$ cat src/rtl/comp_pkg.sv
// Shared types for the comparator-sharing controller.
//   OP_W        : operand width of the shared comparator
//   cmp_state_t : controller FSM states
//   cmp_flags_t : comparator result flags (op1 vs op2)
//   cmp_eval    : combinational compare of op1 against op2
package comp_pkg;

  localparam int unsigned OP_W = 32;

  typedef enum logic [1:0] {
    IDLE,
    CMP,
    RESP
  } cmp_state_t;

  typedef struct packed {
    logic eq;
    logic neq;
    logic grt;
    logic lss;
  } cmp_flags_t;

  // Both operands are extended to 33 bits so a single signed compare covers the
  // signed and unsigned cases.
  function automatic cmp_flags_t cmp_eval(input logic [OP_W-1:0] op1,
                                          input logic [OP_W-1:0] op2,
                                          input logic            sign);
    cmp_flags_t         f;
    logic signed [OP_W:0] a;
    logic signed [OP_W:0] b;
    a     = {sign & op1[OP_W-1], op1};
    b     = {sign & op2[OP_W-1], op2};
    f.eq  = (op1 == op2);
    f.neq = ~f.eq;
    f.lss = (a < b);
    f.grt = ~f.eq & ~f.lss;
    return f;
  endfunction

endpackage

$ cat src/rtl/comp_32bs.sv
// 32-bit signed/unsigned comparator with a one-cycle registered result.
//   clk          : clock
//   resetn       : synchronous, active-low reset (all flags cleared)
//   op1, op2     : operands
//   sign         : 1 = signed compare, 0 = unsigned
//   eq/neq/grt/lss : registered flags, op1 vs op2
module comp_32bs
  import comp_pkg::*;
(
  input  logic            clk,
  input  logic            resetn,
  input  logic [OP_W-1:0] op1,
  input  logic [OP_W-1:0] op2,
  input  logic            sign,
  output logic            eq,
  output logic            neq,
  output logic            grt,
  output logic            lss
);

  cmp_flags_t flags_q;
  cmp_flags_t flags_d;

  always_comb begin
    flags_d = cmp_eval(op1, op2, sign);
  end

  always_ff @(posedge clk) begin
    if (!resetn) begin
      flags_q <= '0;
    end else begin
      flags_q <= flags_d;
    end
  end

  assign eq  = flags_q.eq;
  assign neq = flags_q.neq;
  assign grt = flags_q.grt;
  assign lss = flags_q.lss;

endmodule

$ cat src/rtl/comp_share_ctrl_rr_arb.sv
// Round-robin arbiter.
//   clk, reset : clock, synchronous active-high reset (pointer -> 0)
//   req        : request vector
//   advance    : grant taken this cycle; pointer moves past the winner
//   grant      : one-hot winner, searched upward from the pointer (mod N_REQ)
//   idx        : encoded winner index
module rr_arb #(
  parameter  int unsigned N_REQ = 4,
  localparam int unsigned ID_W  = (N_REQ > 1) ? $clog2(N_REQ) : 1
) (
  input  logic             clk,
  input  logic             reset,
  input  logic [N_REQ-1:0] req,
  input  logic             advance,
  output logic [N_REQ-1:0] grant,
  output logic [ID_W-1:0]  idx
);

  logic [ID_W-1:0] ptr_q;
  logic [ID_W-1:0] ptr_d;
  logic            found;
  int unsigned     cand;

  always_comb begin
    grant = '0;
    idx   = '0;
    found = 1'b0;
    cand  = 0;
    for (int unsigned k = 0; k < N_REQ; k++) begin
      cand = (32'(ptr_q) + k) % N_REQ;
      if (!found && req[cand]) begin
        found       = 1'b1;
        grant[cand] = 1'b1;
        idx         = ID_W'(cand);
      end
    end
  end

  always_comb begin
    ptr_d = ptr_q;
    if (advance) begin
      ptr_d = (idx == ID_W'(N_REQ - 1)) ? '0 : idx + 1'b1;
    end
  end

  always_ff @(posedge clk) begin
    if (reset) begin
      ptr_q <= '0;
    end else begin
      ptr_q <= ptr_d;
    end
  end

endmodule

$ cat src/rtl/comp_share_ctrl.sv
// Shares one comp_32bs comparator between N_REQ requesters.
//   clk, reset      : clock, synchronous active-high reset
//   req_valid/ready : per-requester handshake; req_ready is a one-hot grant
//   req_op1/op2     : packed operands, requester i at [32*i +: 32]
//   req_sign        : per-requester signed compare select
//   rsp_valid/ready : shared response handshake
//   rsp_id          : requester owning the response
//   rsp_eq/neq/grt/lss : comparator flags, op1 vs op2
//   busy            : a compare is in flight or awaiting consumption
module comp_share_ctrl
  import comp_pkg::*;
#(
  parameter  int unsigned N_REQ = 4,
  localparam int unsigned ID_W  = (N_REQ > 1) ? $clog2(N_REQ) : 1
) (
  input  logic                  clk,
  input  logic                  reset,
  input  logic [N_REQ-1:0]      req_valid,
  output logic [N_REQ-1:0]      req_ready,
  input  logic [N_REQ*OP_W-1:0] req_op1,
  input  logic [N_REQ*OP_W-1:0] req_op2,
  input  logic [N_REQ-1:0]      req_sign,
  output logic                  rsp_valid,
  input  logic                  rsp_ready,
  output logic [ID_W-1:0]       rsp_id,
  output logic                  rsp_eq,
  output logic                  rsp_neq,
  output logic                  rsp_grt,
  output logic                  rsp_lss,
  output logic                  busy
);

  cmp_state_t      state_q, state_d;
  logic [OP_W-1:0] op1_q, op1_d;
  logic [OP_W-1:0] op2_q, op2_d;
  logic            sign_q, sign_d;
  logic [ID_W-1:0] id_q, id_d;

  logic             grant_en;
  logic             advance;
  logic [N_REQ-1:0] arb_grant;
  logic [ID_W-1:0]  arb_idx;

  rr_arb #(.N_REQ(N_REQ)) u_arb (
    .clk     (clk),
    .reset   (reset),
    .req     (req_valid),
    .advance (advance),
    .grant   (arb_grant),
    .idx     (arb_idx)
  );

  // Operand regs hold through RESP, so the comparator keeps re-capturing the
  // same inputs and its flags stay stable under backpressure.
  comp_32bs u_cmp (
    .clk    (clk),
    .resetn (~reset),
    .op1    (op1_q),
    .op2    (op2_q),
    .sign   (sign_q),
    .eq     (rsp_eq),
    .neq    (rsp_neq),
    .grt    (rsp_grt),
    .lss    (rsp_lss)
  );

  always_comb begin
    state_d   = state_q;
    op1_d     = op1_q;
    op2_d     = op2_q;
    sign_d    = sign_q;
    id_d      = id_q;
    grant_en  = 1'b0;
    rsp_valid = 1'b0;
    unique case (state_q)
      IDLE: grant_en = 1'b1;
      CMP:  state_d  = RESP;
      RESP: begin
        rsp_valid = 1'b1;
        if (rsp_ready) begin
          grant_en = 1'b1;
          state_d  = IDLE;
        end
      end
      default: state_d = IDLE;
    endcase
    // Acceptance is shared by IDLE and a consumed RESP (back-to-back case).
    if (grant_en && (|req_valid)) begin
      op1_d   = req_op1[arb_idx*OP_W +: OP_W];
      op2_d   = req_op2[arb_idx*OP_W +: OP_W];
      sign_d  = req_sign[arb_idx];
      id_d    = arb_idx;
      state_d = CMP;
    end
  end

  assign advance   = grant_en & (|req_valid);
  assign req_ready = grant_en ? arb_grant : '0;
  assign rsp_id    = id_q;
  assign busy      = (state_q != IDLE);

  always_ff @(posedge clk) begin
    if (reset) begin
      state_q <= IDLE;
      op1_q   <= '0;
      op2_q   <= '0;
      sign_q  <= 1'b0;
      id_q    <= '0;
    end else begin
      state_q <= state_d;
      op1_q   <= op1_d;
      op2_q   <= op2_d;
      sign_q  <= sign_d;
      id_q    <= id_d;
    end
  end

endmodule

$ cat config.mk
export PLATFORM = sky130hd
export DESIGN_NAME = comp_share_ctrl
export DESIGN_NICKNAME = d
export VERILOG_FILES = /design/src/rtl/comp_pkg.sv /design/src/rtl/comp_32bs.sv /design/src/rtl/comp_share_ctrl_rr_arb.sv /design/src/rtl/comp_share_ctrl.sv
export SDC_FILE = /design/constraint.sdc
export NUM_CORES = 1
export LEC_CHECK = 0
export CORE_ASPECT_RATIO = 0.9
export CORE_MARGIN = 2
export CORE_UTILIZATION = 42
export CTS_CLUSTER_SIZE = 28
export DETAILED_ROUTE_END_ITERATION = 6
export GPL_TIMING_DRIVEN = 0
export PLACE_DENSITY_LB_ADDON = 0.15
export RECOVER_POWER = 100
export SETUP_SLACK_MARGIN = 0.5
export SKIP_CTS_REPAIR_TIMING = 1
export SYNTH_ARGS = -nofsm -noshare
export SYNTH_HDL_FRONTEND = slang
export SYNTH_SLANG_ARGS = --single-unit
$ cat constraint.sdc
create_clock -name clk -period 3.9 [get_ports clk]
set_input_delay 0.78 -clock clk [delete_from_list [all_inputs] [get_ports clk]]
set_output_delay 0.78 -clock clk [all_outputs]
set_load 0.01 [all_outputs]
==> results.sh <==
export IMPL_rr_startpoint="u_arb.ptr_q[1]"
export IMPL_drive_above_1_share_pct=14.89
export IMPL_cap_violations=0
export IMPL_critPathMaxStageDelay_ns=0.66
export IMPL_cts_max_level=3
export IMPL_fin_crit_ns=3.515
export IMPL_dr_first_iter_drc_count=299
export IMPL_syn_instance_count=612
export IMPL_grtUsageTotal_pct=25.91
export IMPL_clock_path_buffers=2
export IMPL_crit_required_ns=4.12
export IMPL_rows=40
export IMPL_synth_area_um2=5776
export IMPL_grt_max_degree=14
export IMPL_rsz0062_at_grt="yes"
export IMPL_maxSlewViolCount=0
export IMPL_coreArea_um2=13410
export IMPL_portBuffers=278
export IMPL_min_period_over_period_pct=90.13
export IMPL_synthDistinctLibCells=45
export IMPL_pin_count=279
export IMPL_overflow=0
export IMPL_die_w_um=127.6
export IMPL_reg2reg_slack_ns=0.38
export IMPL_path_common_cell="buf_8"
export IMPL_nets=1222
export IMPL_fin_setup_tns_ns=0
export IMPL_drt_pass1_iter_count=4
export IMPL_final_common_cell="clkdlybuf4s50_1"
export IMPL_cp_cell_sequence="buf_8 -> clkinvlp_4 -> ha_1 -> mux4_2 -> buf_8 -> nor2b_4 -> o21ai_1 -> nand2_2 -> buf_4 -> clkbuf_1 -> mux2i_1 -> o211ai_1"
export IMPL_synth_seq_cells=75
export IMPL_critPathKind="reg2reg"
export IMPL_wire_per_inst_um=18.06
export IMPL_insertion_delay_ns=0.34
export IMPL_seq_area_frac_synth_pct=26.00
export IMPL_critPathCaptureType="flip-flop"
export IMPL_worstMarginPinSlew_ns=0.8362
export IMPL_p_leak_nw=3.776
export IMPL_wl_met1_um=8239
export IMPL_dp_hpwl_um=16020
export IMPL_vdd_drop_max_mv=0.5253
export IMPL_drc=0
export IMPL_die_height_um=115.3
export IMPL_num_vias=5956
export IMPL_antenna_cells=0
export IMPL_antenna_found_initial=0
export IMPL_ctsRootBufferMaster="clkbuf_16"
export IMPL_worstHoldPathType="reg2reg"
export IMPL_routed_wl_um=19650
export IMPL_cts_sinks=75
export IMPL_vias_per_cell=5.474
export IMPL_reg2reg_to="op1_q[27]"
export IMPL_ant_nets=0
export IMPL_final_hold_violation_count=0
export IMPL_wl_met3_um=1081
export IMPL_die_area_um2=14710
export IMPL_max_freq_mhz=284.5
export IMPL_most_common_layout_cells="clkdlybuf4s50_1, mux2i_1, dfxtp_1"
export IMPL_slowest_stage="clkbuf_1"
export IMPL_p_per_area_nw_per_um2=727.1
export IMPL_gp_congestion=0.8673
export IMPL_setup_violations_final=0
export IMPL_cp_start_kind="flip-flop"
export IMPL_path_clk_slew_ns=0.06
export IMPL_reg2regPathDepth=12
export IMPL_grt_pass1_vias=6129
export IMPL_status="complete, no violations"
export IMPL_crit_arrival_ns=3.73
export IMPL_dr_max_layer_used="met4"
export IMPL_cts_buffers=9
export IMPL_area_growth_syn_to_layout_pct=60.49
export IMPL_cts_tree="done"
export IMPL_crit_start="u_arb.ptr_q[1]"
export IMPL_grt_pass1_wl_um=30060
export IMPL_whs_ns=0.4755
export IMPL_crit_end="op1_q[27]"
export IMPL_syn_num_nets=919
export IMPL_fin_skew_ns=0.005269
export IMPL_crit_fanout=10
export IMPL_yosysWarnings=0
export IMPL_met2_length_um=9838
export IMPL_start_util_pct=43.06
export IMPL_fillCellCount=1058
export IMPL_avgSynthCellArea_um2=9.437
export IMPL_relSlewSlack_pct=44.25
-- logic make-up after synthesis --
| family | after synthesis | synth area share (%) |
|---|---|---|
| compound gates | 152 | 24.85 |
| simple gates | 143 | 11.61 |
| xor+xnor | 1 | 0.1517 |
| fa+ha+maj | 40 | 8.666 |
| flops | 75 | 26.00 |
| buf+inv | 81 | 7.019 |
| mux | 120 | 21.71 |
-- synthesized netlist by cell type, drive strengths merged --
library cell  number  share of area [%]
mux2i            114                 20
dfxtp             75                 26
nand2             71                4.6
o221ai            48                 12
ha                40                8.7
inv               36                2.3
buf               30                3.7
a21o              27                3.5
o21ai             25                2.2
nand3             24                2.1
nor2              20                1.3
o211ai            20                3.5
clkbuf            15               0.97
a21oi             10               0.87
a221oi             5               0.76
nand3b             5               0.65
nor2b              5               0.67
a22oi              4               0.52
mux4               4                1.6
and3               3               0.32
nand4              3               0.32
nor4               3               0.58
or3                3               0.32
a211o              2               0.30
a211oi             2               0.26
a221o              2               0.35
a31o               2               0.30
mux2               2               0.39
nor3b              2               0.26
o21a               2               0.26
or2                2               0.22
a21boi             1               0.13
a32o               1               0.17
nor3               1              0.087
o211a              1               0.17
or4                1               0.13
xor2               1               0.15
-- layer usage --
layer	track usage (%)	up-vias
met5	0	-
met4	7.985	0
met3	5.026	38
met2	46.27	242
met1	31.66	2785
li1	-	2891
-- registers in the layout, summed over array words and instances (netlist names) --
| name | flops |
|---|---|
| u_cmp.grt | 1 |
| u_cmp.neq | 1 |
| rsp_id | 2 |
| sign_q | 1 |
| u_arb.ptr_q | 2 |
| u_cmp.eq | 1 |
| op1_q | 32 |
| op2_q | 32 |
| u_cmp.lss | 1 |
| state_q | 2 |
-- power by group --
| part | switching (mW) | internal, mW |
|---|---|---|
| registers | 0.246 | 1.16 |
| clock network | 0.330 | 0.581 |
| logic | 2.32 | 2.10 |
| total | 2.90 | 3.84 |
-- per-stage QoR --
step	worst slack (ns)	cells	utilization, %	power (mW)	instance area (um2)
finish	0.3850	1088	69.10	6.740	9269
global route	0.1710	1088	69.10	7.228	9269
CTS	-0.4615	1074	67.82	6.580	9096
detailed placement	-0.2477	1058	65.37	5.638	8768
global placement	-0.2801	1058	65.37	5.549	8768
floorplan	0.6866	612	-	4.388	5776
-- worst min path at each step --
stage | from | endpoint | cells after the start
floorplan | op1_q[0] | op1_q[0] | 2
global placement | op2_q[11] | op2_q[11] | 2
detailed placement | op2_q[11] | op2_q[11] | 2
CTS | op2_q[11] | op2_q[11] | 2
global route | op2_q[27] | op2_q[27] | 2
finish | op2_q[12] | op2_q[12] | 2
-- layout make-up --
type | count | area, um2 | area share [%]
inverters | 36 | 138.9 | 1.498
plain buffers | 45 | 292.8 | 3.159
well taps | 168 | 210.2 | 2.268
clock inverters | 5 | 85.08 | 0.9179
repair buffers | 292 | 2882 | 31.09
flip-flops and latches | 75 | 1509 | 16.28
clock buffers | 11 | 242.7 | 2.619
multi-input cells | 456 | 3909 | 42.17
-- critical path, delay by kind of cell (launching register included) --
family | cells | cell delay, ns
AO/OA/AOI/OAI | 2 | 0.24
multiplexers | 2 | 0.88
buffers and inverters | 5 | 1.24
flip-flops | 1 | 0.35
adder cells (fa/ha/maj) | 1 | 0.37
AND/OR/NAND/NOR | 2 | 0.31
No activity file was read; power rests on OpenSTA's default activity.
